--- src/rtl/pipe_control_unit.sv ---
// Pipelined main control for the 5-stage MIPS core: ID decode, ID/EX -> EX/MEM -> MEM/WB
// control registers, load-use stall, branch/jump squash and a saturating stall counter.
module pipe_control_unit #(
    parameter int unsigned REG_AW = 5,
    parameter int unsigned CNT_W  = 16
) (
    input  logic              clk,
    input  logic              rst_n,
    input  logic [5:0]        opcode,
    input  logic [REG_AW-1:0] if_id_rs,
    input  logic [REG_AW-1:0] if_id_rt,
    input  logic              branch_taken,
    output logic              ex_reg_dst,
    output logic              ex_alu_src,
    output logic [1:0]        ex_alu_op,
    output logic              mem_branch,
    output logic              mem_branch_ne,
    output logic              mem_read,
    output logic              mem_write,
    output logic              wb_mem_to_reg,
    output logic              wb_reg_write,
    output logic              id_jump,
    output logic              pc_write,
    output logic              if_id_write,
    output logic              if_id_flush,
    output logic [CNT_W-1:0]  stall_count
);

    typedef enum logic [5:0] {
        OP_RTYPE = 6'b000000,
        OP_J     = 6'b000010,
        OP_BEQ   = 6'b000100,
        OP_BNE   = 6'b000101,
        OP_ADDI  = 6'b001000,
        OP_LW    = 6'b100011,
        OP_SW    = 6'b101011
    } opcode_e;

    typedef struct packed {
        logic       reg_dst;
        logic       alu_src;
        logic [1:0] alu_op;
        logic       branch;
        logic       branch_ne;
        logic       mem_read;
        logic       mem_write;
        logic       mem_to_reg;
        logic       reg_write;
    } idex_t;

    typedef struct packed {
        logic branch;
        logic branch_ne;
        logic mem_read;
        logic mem_write;
        logic mem_to_reg;
        logic reg_write;
    } exmem_t;

    typedef struct packed {
        logic mem_to_reg;
        logic reg_write;
    } memwb_t;

    idex_t             r_idex;
    exmem_t            r_exmem;
    memwb_t            r_memwb;
    logic [REG_AW-1:0] r_id_ex_rt;
    logic [CNT_W-1:0]  r_stall_count;

    idex_t             w_dec;
    exmem_t            w_exmem_d;
    logic              w_is_j;
    logic              w_rt_src;
    logic              w_rs_match;
    logic              w_rt_match;
    logic              w_hazard;
    logic              w_stall;

    always_comb begin
        w_dec    = '0;
        w_is_j   = 1'b0;
        w_rt_src = 1'b0;
        case (opcode)
            OP_RTYPE: begin
                w_dec.reg_dst   = 1'b1;
                w_dec.alu_op    = 2'b10;
                w_dec.reg_write = 1'b1;
                w_rt_src        = 1'b1;
            end
            OP_LW: begin
                w_dec.alu_src    = 1'b1;
                w_dec.mem_read   = 1'b1;
                w_dec.mem_to_reg = 1'b1;
                w_dec.reg_write  = 1'b1;
            end
            OP_SW: begin
                w_dec.alu_src   = 1'b1;
                w_dec.mem_write = 1'b1;
                w_rt_src        = 1'b1;
            end
            OP_BEQ: begin
                w_dec.alu_op = 2'b01;
                w_dec.branch = 1'b1;
                w_rt_src     = 1'b1;
            end
            OP_BNE: begin
                w_dec.alu_op    = 2'b01;
                w_dec.branch_ne = 1'b1;
                w_rt_src        = 1'b1;
            end
            OP_ADDI: begin
                w_dec.alu_src   = 1'b1;
                w_dec.reg_write = 1'b1;
            end
            OP_J:    w_is_j = 1'b1;
            default: ;
        endcase
    end

    // j reads no registers, so it can never raise a hazard; rt is a source only for R/sw/beq/bne.
    assign w_rs_match = ~w_is_j & (r_id_ex_rt == if_id_rs);
    assign w_rt_match = w_rt_src & (r_id_ex_rt == if_id_rt);
    assign w_hazard   = r_idex.mem_read & (r_id_ex_rt != '0) & (w_rs_match | w_rt_match);
    assign w_stall    = w_hazard & ~branch_taken;

    assign id_jump     = w_is_j & ~branch_taken & ~w_hazard;
    assign pc_write    = ~w_stall;
    assign if_id_write = ~w_stall;
    assign if_id_flush = branch_taken | id_jump;

    always_comb begin
        w_exmem_d            = '0;
        w_exmem_d.branch     = r_idex.branch;
        w_exmem_d.branch_ne  = r_idex.branch_ne;
        w_exmem_d.mem_read   = r_idex.mem_read;
        w_exmem_d.mem_write  = r_idex.mem_write;
        w_exmem_d.mem_to_reg = r_idex.mem_to_reg;
        w_exmem_d.reg_write  = r_idex.reg_write;
    end

    always_ff @(posedge clk or negedge rst_n) begin
        if (!rst_n) begin
            r_idex        <= '0;
            r_exmem       <= '0;
            r_memwb       <= '0;
            r_id_ex_rt    <= '0;
            r_stall_count <= '0;
        end else begin
            if (branch_taken || w_stall) begin
                r_idex <= '0;
            end else begin
                r_idex     <= w_dec;
                r_id_ex_rt <= if_id_rt;
            end
            r_exmem            <= branch_taken ? exmem_t'('0) : w_exmem_d;
            r_memwb.mem_to_reg <= r_exmem.mem_to_reg;
            r_memwb.reg_write  <= r_exmem.reg_write;
            if (w_stall && (r_stall_count != '1)) begin
                r_stall_count <= r_stall_count + 1'b1;
            end
        end
    end

    assign ex_reg_dst    = r_idex.reg_dst;
    assign ex_alu_src    = r_idex.alu_src;
    assign ex_alu_op     = r_idex.alu_op;
    assign mem_branch    = r_exmem.branch;
    assign mem_branch_ne = r_exmem.branch_ne;
    assign mem_read      = r_exmem.mem_read;
    assign mem_write     = r_exmem.mem_write;
    assign wb_mem_to_reg = r_memwb.mem_to_reg;
    assign wb_reg_write  = r_memwb.reg_write;
    assign stall_count   = r_stall_count;

endmodule

--- config.mk ---
export PLATFORM = sky130hd
export DESIGN_NAME = pipe_control_unit
export DESIGN_NICKNAME = d
export VERILOG_FILES = /design/src/rtl/pipe_control_unit.sv
export SDC_FILE = /design/constraint.sdc
export NUM_CORES = 1
export LEC_CHECK = 0
export CAP_MARGIN = 20
export CORE_MARGIN = 10
export CORE_UTILIZATION = 24
export DETAILED_ROUTE_END_ITERATION = 8
export PLACE_DENSITY = 0.57
export SLEW_MARGIN = 20
export SYNTH_ARGS = -nofsm -noshare
export SYNTH_HDL_FRONTEND = slang
export SYNTH_SLANG_ARGS = --single-unit
--- constraint.sdc ---
create_clock -name clk -period 5.15 [get_ports clk]
set_input_delay 1.03 -clock clk [delete_from_list [all_inputs] [get_ports clk]]
set_output_delay 1.03 -clock clk [all_outputs]
set_load 0.01 [all_outputs]
==> results of run 1 <==
==> worst min-delay path by stage <==
stage	end	depth (start not counted)	slack (ns)	from
2_1_floorplan	wb_reg_write	0	0.33	r_exmem[0]
3_3_place_gp	wb_reg_write	0	0.34	r_exmem[0]
3_5_place_dp	wb_reg_write	0	0.34	r_exmem[0]
4_1_cts	wb_reg_write	0	0.36	r_exmem[0]
5_1_grt	wb_reg_write	0	0.36	r_exmem[0]
6_report	wb_reg_write	0	0.35	r_exmem[0]
==> kinds of logic (layout without fill, tap and decap cells) <==
kind of cell | Yosys count | count (layout) | synth area share [%]
AOI/OAI and AO/OA | 10 | 10 | 4.88
xor gates and xnor gates | 23 | 23 | 11.6
adders and majority gates | 1 | 1 | 0.718
buffers and inverters | 10 | 58 | 3.88
DFF | 36 | 36 | 51.7
muxes | 5 | 5 | 3.23
and+or+nand+nor | 72 | 72 | 24.0
==> synth_stat cells <==
master	count
or2_1	1
o21ai_1	1
clkdlybuf4s50_2	1
buf_6	1
clkbuf_1	3
a211oi_4	1
nand4_1	15
xnor2_1	19
dfrtp_1	36
a22o_1	3
a2111o_1	1
nor3_1	5
a21oi_1	2
nand3_1	7
and2_1	3
nor2_1	10
nand2_2	1
inv_2	1
nand2_1	3
and4_2	2
mux2_2	2
nor2b_1	7
mux2_1	3
or3_1	1
or4_1	2
buf_4	4
nor4_1	1
a21o_1	1
and3_1	8
ha_1	1
xor2_1	4
and4_1	1
o21ai_0	1
and3_2	2
nand2b_1	3
==> routing by layer <==
layer | GRT usage (%) | part of all wire (%) | up-vias
li1 | - | - | 648
met1 | 7.43 | 41 | 614
met2 | 11.8 | 49 | 46
met3 | 3.69 | 8.7 | 6
met4 | 3.04 | 1.2 | 0
met5 | 0 | 0 | -
==> through the flow <==
stage,setup WS [ns],total power (uW)
after floorplan,1.41,319
after global placement,0.584,347
after detailed placement,0.534,347
after CTS,0.518,596
after global routing,0.332,613
final,0.503,587
==> critical path, cell delays in order <==
cell and delay, ns:
clkdlybuf4s50_1 0.51, nor2b_1 0.19, or4_1 0.41, a2111o_1 0.50
a21oi_1 0.19, or2_1 0.24, nor2_1 0.06, clkdlybuf4s50_1 0.48
==> layout make-up <==
type	instances	area, um^2	area share [%]
clock buffer	5	68.8	2.88
tap	96	120	5.02
clock inverter	3	42.5	1.78
inverter	1	3.75	0.157
sequential	36	901	37.7
multi-input combinational	111	773	32.3
timing repair buffer	49	483	20.2
==> where the power goes <==
group          switching (uW)  leakage (uW)  internal [uW]
Sequential               5.29      0.000493            287
Combinational            22.2      0.000442           26.2
Clock                     103     0.0000541            143
==> results.ini, run 1 <==
[floorplan]
fp.dieH_um=105
fp.dieW_um=105
rows=30
core_um2=6910
fp.dieArea_um2=11100
num_io_pins=49
initial_core_util_pct=25.2

[layout]
layout_commonest_cell=clkdlybuf4s50_1
largest_reg_flops=16
final_area_um2=2390
drive_above_1_share_pct=9.27
num-nets-final=224
stdcell_count=301
fill_cells=715
synthToLayoutAreaGrowth_pct=37.4
final_cell_mix=clkdlybuf4s50_1 (47), dfrtp_1 (36), xnor2_1 (19)
antenna_cells=0
fin_util_pct=34.6

[critical_path]
cp-start-kind=primary input
r2r.worst_path.cells=7
crit_type=in2out
r2r_start=r_id_ex_rt[2]
r2r_slack_ns=2.84
cp-end-kind=output port
rr_endpoint=stall_count[14]
crit_required_ns=4.12
cp-endpoint=id_jump
crit_path_start=opcode[0]
crit_arrival_ns=3.62
crit_fanout=7

[routing]
avgRoutedWirePerCell_um=12.9
route.detailed.drc=0
drt-initial-drc-count=34
drt-total-wl_um=3880
vias=1314
dr.pass1.iters=4
avgViaCountPerCell=4.37
ant_nets=0

[sta]
setup_viol=0
tightest_slew_ns=0.789
max_freq_ghz=0.215
finalCriticalPeriod_ns=4.65
hold_violations=0
fin_setup_tns_ns=0
fin_crit_sh_pct=90.2
slew_violations=0
fin_skew_ns=0.00601
slew_headroom_pct=47.4
rsz0062_at_grt=no
holdWs_ns=0.354

[clocking]
cts_buffers=5
clkTransAtPathRegs_ns=0.07
cts.sinks=36
clockBufferDepth=2
cts_tree=yes
clkLatencyLatePin_ns=0.29
cts_root_buf=clkbuf_8
htree_levels=2
ctsResizeCount=0
post_cts_buffers=0
post_cts_hold_buffer_count=0

[yosys]
synth_cell_types=35
syn_area_um2=1740
synth_seq_cells=36
synth_top_area_share_pct=51.7
synth_nets=177
yosysWarnings=0
synth.avg_cell_area_um2=11.1
syn_inst=157
yosysTopAreaCell=dfrtp_1
ys_seq_area_share_pct=51.7
yosys-top-cells-area=dfrtp_1 (52%), xnor2_1 (9.6%), nand4_1 (5.4%)

[global_routing]
antenna_found_initial=0
grt_pass1_wl_um=6510
grtUsageTotal_pct=7.13
grt_pass1_vias=1379
grt_overflow=0
grt_max_degree=37

[run]
maxCapViolations=0

[placed_design]
placed_cell_area_um2=2280
dp_cells=293
gp_congestion=0.759
place_hpwl_um=3040
port-buffer-count=48

[pwr]
p_leak_uw=0.000989
power_density_nw_per_um2=245
irDropWorstVdd_mv=0.0810

[status]
status=finished clean

[hold_path]
hold_path.class=reg2reg

Note: power is estimated with default switching activity, not from simulation.
==> run 2: changes to the inputs <==
==> constraint.sdc (replaced) <==
create_clock -name clk -period 5.2 [get_ports clk]
set_input_delay 0.52 -clock clk [delete_from_list [all_inputs] [get_ports clk]]
set_output_delay 0.52 -clock clk [all_outputs]
set_load 0.01 [all_outputs]
==> run 2 against run 1 <==
Effect of this change: wire length shrank 0.95%; sequential power about the same; clock skew is 0.0024 ns lower; count of clock-buffer cells in the layout did not move; via count increased by 1.9%; largest cell class unchanged; largest power group unchanged.
==> results.ini, run 2 (synthesis gave the netlist of run 1 again) <==
[clocking]
clockBufferDepth=2  ; unchanged
post_cts_buffers=0  ; unchanged
cts_buffers=5  ; unchanged
clkTransAtPathRegs_ns=0.07  ; about the same
cts_root_buf=clkbuf_8
cts_tree=yes
clkLatencyLatePin_ns=0.28  ; about the same
htree_levels=2  ; unchanged
post_cts_hold_buffer_count=0  ; unchanged
cts.sinks=36  ; unchanged
ctsResizeCount=0  ; unchanged

[routing]
avgViaCountPerCell=4.46  ; +2.2%
drt-initial-drc-count=36  ; +5.9%
avgRoutedWirePerCell_um=12.8  ; -0.62%
drt-total-wl_um=3840  ; -0.95%
route.detailed.drc=0  ; unchanged
vias=1339  ; +1.9%
dr.pass1.iters=4  ; unchanged
ant_nets=0  ; unchanged

[global_routing]
grt_max_degree=37  ; unchanged
grtUsageTotal_pct=7.11  ; -0.020 points
grt_overflow=0  ; unchanged
grt_pass1_wl_um=6510  ; unchanged
grt_pass1_vias=1338  ; -3.0%
antenna_found_initial=0  ; unchanged

[sta]
fin_skew_ns=0.00363  ; -0.00238 ns
tightest_slew_ns=0.801  ; +0.0120 ns
hold_violations=0  ; unchanged
fin_crit_sh_pct=73.5
slew_violations=0  ; unchanged
fin_setup_tns_ns=0  ; unchanged
setup_viol=0  ; unchanged
finalCriticalPeriod_ns=3.82
slew_headroom_pct=46.6  ; -0.80 points
max_freq_ghz=0.262
rsz0062_at_grt=no

[layout]
num-nets-final=223  ; -0.45%
drive_above_1_share_pct=8.82  ; -0.44 points
largest_reg_flops=16  ; unchanged
fin_util_pct=34.5  ; -0.11 points
synthToLayoutAreaGrowth_pct=36.9
antenna_cells=0  ; unchanged
regArea_um2=901  ; unchanged
fill_cells=713  ; -0.28%
final_cell_mix=clkdlybuf4s50_1 (47), dfrtp_1 (36), xnor2_1 (19)
layout_commonest_cell=clkdlybuf4s50_1
multi_input_area_um2=773  ; unchanged

[placed_design]
place_hpwl_um=3010  ; -1.1%
port-buffer-count=48  ; unchanged
gp_congestion=0.759  ; about the same

[floorplan]
fp.dieW_um=105  ; unchanged
fp.dieArea_um2=11100  ; unchanged
fp.dieH_um=105  ; unchanged
core_um2=6910  ; unchanged
initial_core_util_pct=25.2  ; unchanged
num_io_pins=49  ; unchanged
rows=30  ; unchanged

[run]
maxCapViolations=0  ; unchanged

[critical_path]
r2r_slack_ns=2.71  ; -0.13 ns
cp-end-kind=output port
cpMostUsedCell=clkdlybuf4s50_1
crit_fanout=16  ; +9
crit_path_start=opcode[0]
crit_arrival_ns=3.30  ; -0.32 ns
r2r.worst_path.cells=6  ; -1
rr_endpoint=stall_count[14]
r2r_start=r_id_ex_rt[3]
crit_required_ns=4.68  ; +0.56 ns
cp-start-kind=primary input
crit_type=in2out
path_cells=clkdlybuf4s50_1 -> nor2b_1 -> or4_1 -> a2111o_1 -> a211oi_4 -> inv_2 -> clkdlybuf4s50_1
slowest_stage=a211oi_4
cp-endpoint=pc_write
max_stage_delay_ns=0.64  ; +0.13 ns

[pwr]
switchingPower_uw=129  ; -1.3%
p_seq_share_pct=49.9  ; about the same
power_density_nw_per_um2=244  ; -0.71%
clkPwrFrac_pct=41.8  ; about the same
p_leak_uw=0.000983  ; -0.55%
swShare_pct=22.2  ; -0.053 points
irDropWorstVdd_mv=0.0870  ; +7.5%
p_int_uw=452  ; -0.96%
comb_power_share_pct=8.3  ; about the same

[hold_path]
hold_path.class=in2async

[status]
status=finished clean

[run 2: cell types whose count changed in the layout (fill, tap and decap cells not counted), sizes merged]
cell | previous run | this run
buf | 2 | 1
[run 2: power by group through the flow]
| stage | logic (uW) | clock network, uW | registers, uW |
|---|---|---|---|
| after floorplan | 21.9 | 0 | 294 |
| after global placement | 48.8 | 0 | 295 |
| after detailed placement | 49.0 | 0 | 295 |
| after CTS | 49.2 | 252 | 290 |
| after global routing | 53.9 | 267 | 291 |
| final | 48.1 | 243 | 290 |
[run 2: cell type report]
type	instances	share of cell area, %
Clock buffer	5	2.89
Clock inverter	3	1.78
Inverter	1	0.157
Multi-Input combinational cell	111	32.4
Sequential cell	36	37.8
Tap cell	96	5.04
Timing Repair Buffer	48	19.9
[run 2: through the flow]
step           power, uW  instances  worst slack (ns)  hold slack, ns  instance area [um^2]
2_1_floorplan        316        157              2.48           0.224                  1740
3_3_place_gp         344        292              1.39           0.337                  2270
3_5_place_dp         344        292              1.37           0.343                  2270
4_1_cts              591        300              1.37           0.348                  2380
5_1_grt              611        300              1.22           0.371                  2380
6_report             581        300              1.38           0.327                  2380
[run 2: critical path, delay by kind of cell]
family | cells | cell delay [ns]
simple gates | 2 | 0.59
compound gates | 2 | 1.13
buf+inv | 3 | 1.06
[run 2: worst min-delay path by stage]
stage / startpoint / to / cells past startpoint
after floorplan: rst_n / ex_alu_op[0] / 0
after global placement: r_exmem[0] / wb_reg_write / 0
after detailed placement: r_exmem[0] / wb_reg_write / 0
after CTS: rst_n / stall_count[11] / 1
after global routing: r_exmem[0] / wb_reg_write / 0
final: rst_n / stall_count[1] / 1
[run 2: metal layers]
layer  wire, um  track usage [%]
met5          0                0
met4         19             2.35
met3        319             3.62
met2       1770             11.0
met1       1740             8.31
==> run 3: changes to the inputs <==
Clock period 5.2 ns to 3.7 ns, I/O delays scaled along.
==> run 3 against run 2 <==
Effect of this change: sequential share of layout area down 0.12 points; global-route usage up 0.058 points; first-iteration DRC count up 2.8%; sequential power up 40%; final area up 0.31%; utilization up 0.11 points; non-clock buffer count up 1; critical path depth up 1; via count down 2.2%; highest routed layer is now met3.
==> results.ini, run 3 (synthesis gave the netlist of run 1 again) <==
[status]
status=finished clean

[clocking]
cts_root_buf=clkbuf_8
clkLatencyLatePin_ns=0.28  ; about the same
cts_buffers=5  ; unchanged
clockBufferDepth=2  ; unchanged
cts.sinks=36  ; unchanged
post_cts_hold_buffer_count=0  ; unchanged
post_cts_buffers=0  ; unchanged
cts_tree=yes
ctsResizeCount=0  ; unchanged
clkTransAtPathRegs_ns=0.07  ; about the same
htree_levels=2  ; unchanged

[routing]
avgRoutedWirePerCell_um=13.0  ; +1.8%
ant_nets=0  ; unchanged
avgViaCountPerCell=4.35  ; -2.5%
drt-total-wl_um=3920  ; +2.1%
vias=1310  ; -2.2%
dr.pass1.iters=4  ; unchanged
drt-initial-drc-count=37  ; +2.8%
route.detailed.drc=0  ; unchanged

[sta]
slew_violations=0  ; unchanged
fin_skew_ns=0.00238  ; -0.00126 ns
tightest_slew_ns=0.786  ; -0.0153 ns
slew_headroom_pct=47.6  ; +1.0 points
max_freq_ghz=0.305
finalCriticalPeriod_ns=3.27
timing.final.ws_setup_ns=0.427  ; -0.954 ns
setup_viol=0  ; unchanged
rsz0062_at_grt=no
fin_setup_tns_ns=0  ; unchanged
fin_crit_sh_pct=88.5
hold_violations=0  ; unchanged

[global_routing]
grt_pass1_vias=1380  ; +3.1%
grt_overflow=0  ; unchanged
antenna_found_initial=0  ; unchanged
grt_pass1_wl_um=6510  ; unchanged
grt_max_degree=37  ; unchanged
grtUsageTotal_pct=7.17  ; +0.058 points

[floorplan]
initial_core_util_pct=25.2  ; unchanged
rows=30  ; unchanged
fp.dieArea_um2=11100  ; unchanged
core_um2=6910  ; unchanged
fp.dieW_um=105  ; unchanged
fp.dieH_um=105  ; unchanged
num_io_pins=49  ; unchanged

[placed_design]
place_hpwl_um=3040  ; +1.2%
port-buffer-count=48  ; unchanged
post-place-ws_ns=0.451  ; -0.921 ns
gp_congestion=0.776  ; +2.3%
placed_cell_area_um2=2280  ; +0.33%

[layout]
antenna_cells=0  ; unchanged
largest_reg_flops=16  ; unchanged
final_area_um2=2390  ; +0.31%
num-nets-final=224  ; +0.45%
drive_above_1_share_pct=9.27  ; +0.44 points
layout_commonest_cell=clkdlybuf4s50_1
fin_util_pct=34.6  ; +0.11 points
final_cell_mix=clkdlybuf4s50_1 (47), dfrtp_1 (36), xnor2_1 (19)
synthToLayoutAreaGrowth_pct=37.4

[critical_path]
crit_fanout=7  ; -9
crit_type=in2out
crit_required_ns=3.33  ; -1.35 ns
cp-start-kind=primary input
cp-end-kind=output port
crit_arrival_ns=2.90  ; -0.40 ns

[hold_path]
hold_path.class=in2async

[pwr]
irDropWorstVdd_mv=0.131  ; +51%
p_leak_uw=0.000989  ; +0.56%
power_density_nw_per_um2=341  ; +40%

[run]
maxCapViolations=0  ; unchanged

[run 3: changes by cell type in the layout (fill, tap and decap cells not counted), sizes merged]
cell | previous run | this run
buf | 1 | 2
[run 3: metrics by stage]
stage	hold slack [ns]	total power [uW]	std cells
final	0.167	815	301
after global routing	0.226	852	301
after CTS	0.201	829	301
after detailed placement	0.339	483	293
after global placement	0.339	483	293
after floorplan	0.0744	444	157
[run 3: critical path, cell delays in order]
cell             delay (ns)
clkdlybuf4s50_1        0.49
nor2b_1                0.18
or4_1                  0.41
a2111o_1               0.49
a21oi_1                0.18
or2_1                  0.24
nor2_1                 0.06
clkdlybuf4s50_1        0.48
[run 3: final timing paths]
kind | start | end | slack (ns) | cells after the start
max in group asynchronous | rst_n | r_exmem[0] | 3.04 | 1
hold reg to reg | r_exmem[0] | wb_reg_write | 0.35 | 0
setup reg to reg | r_id_ex_rt[3] | stall_count[14] | 1.41 | 7
setup / recovery | opcode[0] | id_jump | 0.43 | 8
min in group clk | r_exmem[0] | wb_reg_write | 0.35 | 0
hold / removal | rst_n | stall_count[0] | 0.17 | 1
[run 3: area by class of cell]
cell class / count / area (um^2)
Tap cell: 96 / 120
Timing Repair Buffer: 49 / 483
Multi-Input combinational cell: 111 / 773
Clock inverter: 3 / 42.5
Fill cell: 723 / 4510
Clock buffer: 5 / 68.8
Inverter: 1 / 3.75
Sequential cell: 36 / 901
[run 3: per-layer routing]
| layer | vias up | wire length, um | track usage (%) |
|---|---|---|---|
| met5 | - | 0 | 0 |
| li1 | 648 | - | - |
| met1 | 626 | 1610 | 7.25 |
| met2 | 36 | 1980 | 12.0 |
| met4 | 0 | 0 | 2.65 |
| met3 | 0 | 328 | 4.18 |
[run 3: where the power goes]
| part | switching [uW] | internal, uW |
|---|---|---|
| registers | 7.42 | 400 |
| clock network | 141 | 199 |
| logic | 30.7 | 36.4 |
